==> src/rtl/gmii_rx_fifo_writer.sv <==
// GMII receive packer feeding the write side of a clock-crossing FIFO.
// Frame-aware write gating against almost-full, error-tail marking, prefill start and statistics.
module gmii_rx_fifo_writer #(
    parameter int unsigned DATA_WIDTH = 8,
    parameter int unsigned PREFILL    = 4,
    parameter int unsigned CNT_WIDTH  = 16
) (
    input  logic                    clk,
    input  logic                    rst_n,
    input  logic                    gmii_rx_en,
    input  logic                    gmii_rx_er,
    input  logic [DATA_WIDTH-1:0]   gmii_rxd,
    input  logic                    fifo_afull,
    output logic                    wrreq,
    output logic [DATA_WIDTH+1:0]   FIFO_data,
    output logic                    rd_start,
    output logic [CNT_WIDTH-1:0]    frame_cnt,
    output logic [CNT_WIDTH-1:0]    drop_cnt
);

    localparam int unsigned WORD_WIDTH = DATA_WIDTH + 2;
    localparam int unsigned PRE_WIDTH  = 8;
    localparam logic [PRE_WIDTH-1:0]  PREFILL_CNT = PRE_WIDTH'(PREFILL);
    localparam logic [WORD_WIDTH-1:0] ERR_WORD    = {2'b11, DATA_WIDTH'(0)};

    typedef enum logic [2:0] {
        ST_SYNC,
        ST_IDLE,
        ST_FRAME,
        ST_DROP,
        ST_ERRTAIL
    } state_t;

    state_t                  state;
    state_t                  state_nxt;
    logic                    partial;
    logic                    partial_nxt;
    logic [PRE_WIDTH-1:0]    prefill_cnt;

    logic                    wr_c;
    logic [WORD_WIDTH-1:0]   data_c;
    logic [WORD_WIDTH-1:0]   sample_c;
    logic                    frame_inc_c;
    logic                    drop_inc_c;

    assign sample_c = {gmii_rx_en, gmii_rx_er, gmii_rxd};

    // Next-state and write decision; almost-full always wins the write decision.
    always_comb begin
        state_nxt   = state;
        partial_nxt = partial;
        wr_c        = 1'b0;
        data_c      = sample_c;
        frame_inc_c = 1'b0;
        drop_inc_c  = 1'b0;
        case (state)
            ST_SYNC: begin
                if (!gmii_rx_en && !fifo_afull) begin
                    wr_c      = 1'b1;
                    state_nxt = ST_IDLE;
                end
            end
            ST_IDLE: begin
                if (fifo_afull) begin
                    if (gmii_rx_en) begin
                        drop_inc_c  = 1'b1;
                        partial_nxt = 1'b0;
                        state_nxt   = ST_DROP;
                    end
                end else begin
                    wr_c = 1'b1;
                    if (gmii_rx_en) begin
                        frame_inc_c = 1'b1;
                        state_nxt   = ST_FRAME;
                    end
                end
            end
            ST_FRAME: begin
                if (!fifo_afull) begin
                    wr_c = 1'b1;
                    if (!gmii_rx_en) begin
                        state_nxt = ST_IDLE;
                    end
                end else if (gmii_rx_en) begin
                    drop_inc_c  = 1'b1;
                    partial_nxt = 1'b1;
                    state_nxt   = ST_DROP;
                end else begin
                    state_nxt = ST_IDLE;
                end
            end
            ST_DROP: begin
                if (!gmii_rx_en) begin
                    state_nxt = partial ? ST_ERRTAIL : ST_IDLE;
                end
            end
            ST_ERRTAIL: begin
                if (!fifo_afull) begin
                    wr_c   = 1'b1;
                    data_c = ERR_WORD;
                    if (gmii_rx_en) begin
                        drop_inc_c  = 1'b1;
                        partial_nxt = 1'b0;
                        state_nxt   = ST_DROP;
                    end else begin
                        state_nxt = ST_IDLE;
                    end
                end
            end
            default: begin
                state_nxt = ST_SYNC;
            end
        endcase
    end

    always_ff @(posedge clk or negedge rst_n) begin
        if (!rst_n) begin
            state   <= ST_SYNC;
            partial <= 1'b0;
        end else begin
            state   <= state_nxt;
            partial <= partial_nxt;
        end
    end

    // Registered FIFO write port; data holds when no write is issued.
    always_ff @(posedge clk or negedge rst_n) begin
        if (!rst_n) begin
            wrreq     <= 1'b0;
            FIFO_data <= '0;
        end else begin
            wrreq <= wr_c;
            if (wr_c) begin
                FIFO_data <= data_c;
            end
        end
    end

    // rd_start rises together with the PREFILL-th write strobe.
    always_ff @(posedge clk or negedge rst_n) begin
        if (!rst_n) begin
            prefill_cnt <= '0;
            rd_start    <= 1'b0;
        end else if (wr_c) begin
            if (prefill_cnt != PREFILL_CNT) begin
                prefill_cnt <= prefill_cnt + PRE_WIDTH'(1);
            end
            if ((prefill_cnt + PRE_WIDTH'(1)) >= PREFILL_CNT) begin
                rd_start <= 1'b1;
            end
        end
    end

    always_ff @(posedge clk or negedge rst_n) begin
        if (!rst_n) begin
            frame_cnt <= '0;
            drop_cnt  <= '0;
        end else begin
            if (frame_inc_c && (frame_cnt != '1)) begin
                frame_cnt <= frame_cnt + CNT_WIDTH'(1);
            end
            if (drop_inc_c && (drop_cnt != '1)) begin
                drop_cnt <= drop_cnt + CNT_WIDTH'(1);
            end
        end
    end

endmodule

==> config.mk <==
export PLATFORM = sky130hd
export DESIGN_NAME = gmii_rx_fifo_writer
export DESIGN_NICKNAME = d
export VERILOG_FILES = /design/src/rtl/gmii_rx_fifo_writer.sv
export SDC_FILE = /design/constraint.sdc
export NUM_CORES = 1
export LEC_CHECK = 0
export BUFFER_PORTS_ARGS = -buffer_cell sky130_fd_sc_hd__buf_2
export CORE_MARGIN = 5
export CORE_UTILIZATION = 45
export CTS_CLUSTER_DIAMETER = 150
export DETAILED_ROUTE_END_ITERATION = 12
export GPL_ROUTABILITY_DRIVEN = 0
export GPL_TIMING_DRIVEN = 0
export PLACE_DENSITY = 0.68
export SLEW_MARGIN = 20
export SYNTH_ARGS = -nofsm -noshare
export SYNTH_HDL_FRONTEND = slang
export SYNTH_SLANG_ARGS = --single-unit
==> constraint.sdc <==
create_clock -name clk -period 4.3 [get_ports clk]
set_clock_uncertainty 0.05 [all_clocks]
set_input_delay 0.43 -clock clk [delete_from_list [all_inputs] [get_ports clk]]
set_output_delay 0.43 -clock clk [all_outputs]
set_load 0.02 [all_outputs]
==> out/metrics.csv <==
stage,metric,value,unit
status,status,finished clean,
yosys,synth_edf_count,0,
grt,antenna_found_initial,0,
die,die_w,87.7,microns
cts,clock-root-buffer,clkbuf_8,
timing,max_clock_freq,492,MHz
setup_path,worstPathCellList,"buf_6, nor4b_4, o311ai_2, or3b_4, nor2_2, xor2_1",
route,firstDrtPassIters,4,
timing,maxSlewHeadroom,53.7,%
route,drt_iter0_markers,82,
yosys,synth_top_area_cell,dfrtp_1,
timing,drv_slew,0,
die,initial_utilization,46.2,%
yosys,ys_seq_area_share,51.5,%
setup_path,timing.rr.start,state[0],
die,dieHeight,87.7,microns
cts,cts.sinks,56,
die,die_area,7700,sq um
yosys,ys_async_sr_fraction,100,%
timing,setup-tns-final,0,ps
timing,rsz0062_at_grt,false,
setup_path,worst_setup_path_end_kind,flop,
yosys,synthesis.nets,278,
grt,met3_usage,3.48,%
setup_path,cp.buffers_inverters,1,
timing,setup_viol,0,
yosys,ys_warn_count,0,
cts,cts_buffers,5,
worst_hold_path,holdCritPathClass,in2async,
cts,cts_max_level,2,
route,vias,2057,
yosys,ys_types,42,
grt,track_usage,15.1,%
finish,final_core_util,54.1,%
setup_path,worstPathRequired,4480,ps
setup_path,max_stage_delay,460,ps
die,io_pins,57,
route,routed_wl,5340,microns
yosys,netlist_instances,261,
pwr,power.density,524,nW/um^2
setup_path,r2r_cells,6,
setup_path,cp_slowest_cell,nor4b_4,
timing,worst_slew_pin_slew,695,ps
cts,post_cts_buffers,0,
finish,diodes,0,
setup_path,cp.depth,6,
setup_path,crit_arrival,2220,ps
yosys,yosys-top-cells-area,"dfrtp_1, xnor2_1, nand2_1",
yosys,syn_area,2720,sq um
timing,worst_slack,2270,ps
grt,use_met2,25.5,%
cts,clkTransAtPathRegs,100,ps
timing,timing.final.hold_violations,0,
yosys,synthFlopType,dfrtp_1,
finish,drive_gt1_share,25.3,%
grt,grt_pass1_wl,9360,microns
yosys,synth-seq-cells,56,
setup_path,crit_fanout,10,
finish,nets,340,
grt,grt_max_degree,57,
die,rows,28,
pwr,vdd_drop_max,0.220,mV
timing,period_share,47.3,%
die,coreArea,5890,sq um
cts,cts_tree,built,
route,detail-route-antenna-nets,0,
cts,cts_resized,0,
timing,period_minus_slack,2030,ps
grt,busiest_layer,met2,
setup_path,startpoint_type,flop,
setup_path,crit_type,reg2reg,
grt,grt_pass1_vias,2073,
route,wire_per_inst,13.4,microns
finish,syn2layout_area_growth,17.1,%
route,drc_errors,0,
pwr,leakage,1.52,nW
route,viasPerCell,5.16,
cts,clkLatencyLatePin,310,ps
grt,grt_util_met1,19.7,%
setup_path,startpoint,state[0],
cts,cts_hold_buffers,0,
flow_run,drv_cap,0,
yosys,syn_area_per_cell,10.4,sq um
yosys,yosysTopAreaCellShare,51.5,%
pwr,power,1.67,mW
place,dp_hpwl,3940,microns
setup_path,critPathTopFamily,simple AND/OR/NAND/NOR gates,
place,dp_slack,2230,ps
grt,grt-ovfl-total,0,
place,port_buffers,55,
cts,clockBufferDepth,2,
cells in the mapped netlist (4+ instances only):
library cell / count
a21oi_1: 4
and3_1: 4
and4_1: 4
dfrtp_1: 56
ha_1: 4
inv_1: 6
mux2_2: 4
nand2_1: 40
nand3_1: 23
nand4_1: 14
nor2_1: 16
nor3_1: 9
o21ai_0: 6
xnor2_1: 22
xor2_1: 12
placed cells by master, fill, tap and decap left out, types with 2 or more instances in the layout:
master	Yosys	layout
dfrtp_1	56	56
buf_2	2	56
nand2_1	40	40
nand3_1	23	23
xnor2_1	22	22
nor2_1	16	16
nand4_1	14	14
xor2_1	12	12
nor3_1	9	9
inv_1	6	6
o21ai_0	6	6
clkbuf_8	0	6
a21oi_1	4	4
and4_1	4	4
and3_1	4	4
mux2_2	4	4
ha_1	4	4
clkbuf_1	3	3
nand2b_1	3	3
nor4_1	2	2
a221oi_1	2	2
nand3b_1	2	2
nor4_2	2	2
nor2_2	2	2
clkinv_2	0	2
power by group:
part,switching (mW),internal (mW),total (mW),leakage [nW]
registers,0.137,0.662,0.799,0.720
logic,0.355,0.219,0.574,0.747
clock network,0.167,0.129,0.296,0.0510
total,0.659,1.01,1.67,1.52
worst paths after layout:
path                                end  slack [ps]
setup / recovery           drop_cnt[14]        2270
hold / removal             frame_cnt[4]         110
setup reg to reg           drop_cnt[14]        2270
hold reg to reg            FIFO_data[6]         430
max in group asynchronous      rd_start        3630
min in group clk           FIFO_data[4]         280
cell type report:
class | count | area [sq um]
fill | 559 | 2700
clock buffer | 6 | 82.6
tap | 75 | 93.8
clock inverter | 2 | 10.0
multi-input combinational | 192 | 1260
inverter | 6 | 22.5
sequential | 56 | 1400
timing repair buffer | 55 | 278
buffer | 7 | 37.5
registers in the layout (all words and copies together), names as in the netlist:
| name | flops |
|---|---|
| rd_start | 1 |
| frame_cnt | 16 |
| partial | 1 |
| state | 3 |
| FIFO_data | 10 |
| wrreq | 1 |
| prefill_cnt | 8 |
| drop_cnt | 16 |
routing by layer:
| metal | up-vias | wire length (microns) |
|---|---|---|
| met1 | 970 | 2560 |
| met3 | 5 | 251 |
| met5 | - | 0 |
| li1 | 1042 | - |
| met2 | 40 | 2490 |
| met4 | 0 | 42 |
stage by stage:
stage | hold slack, ps | cells | area, sq um
3_5_place_dp | 407 | 391 | 3090
4_1_cts | 136 | 399 | 3180
2_1_floorplan | 84.4 | 261 | 2720
5_1_grt | 176 | 399 | 3180
3_3_place_gp | 396 | 391 | 3090
6_report | 105 | 399 | 3180
cells by family (layout without fill, tap and decap cells):
kind of cell | count (synthesis) | count (layout) | share of synthesized area, %
adder cells (fa/ha/maj) | 4 | 4 | 1.84
AND/OR/NAND/NOR | 128 | 128 | 25.7
flip-flops | 56 | 56 | 51.5
multiplexers | 4 | 4 | 1.66
AO/OA/AOI/OAI | 22 | 22 | 6.08
buffers and inverters | 13 | 76 | 2.21
XOR/XNOR | 34 | 34 | 11.0
(Power assumes the default switching activity.)
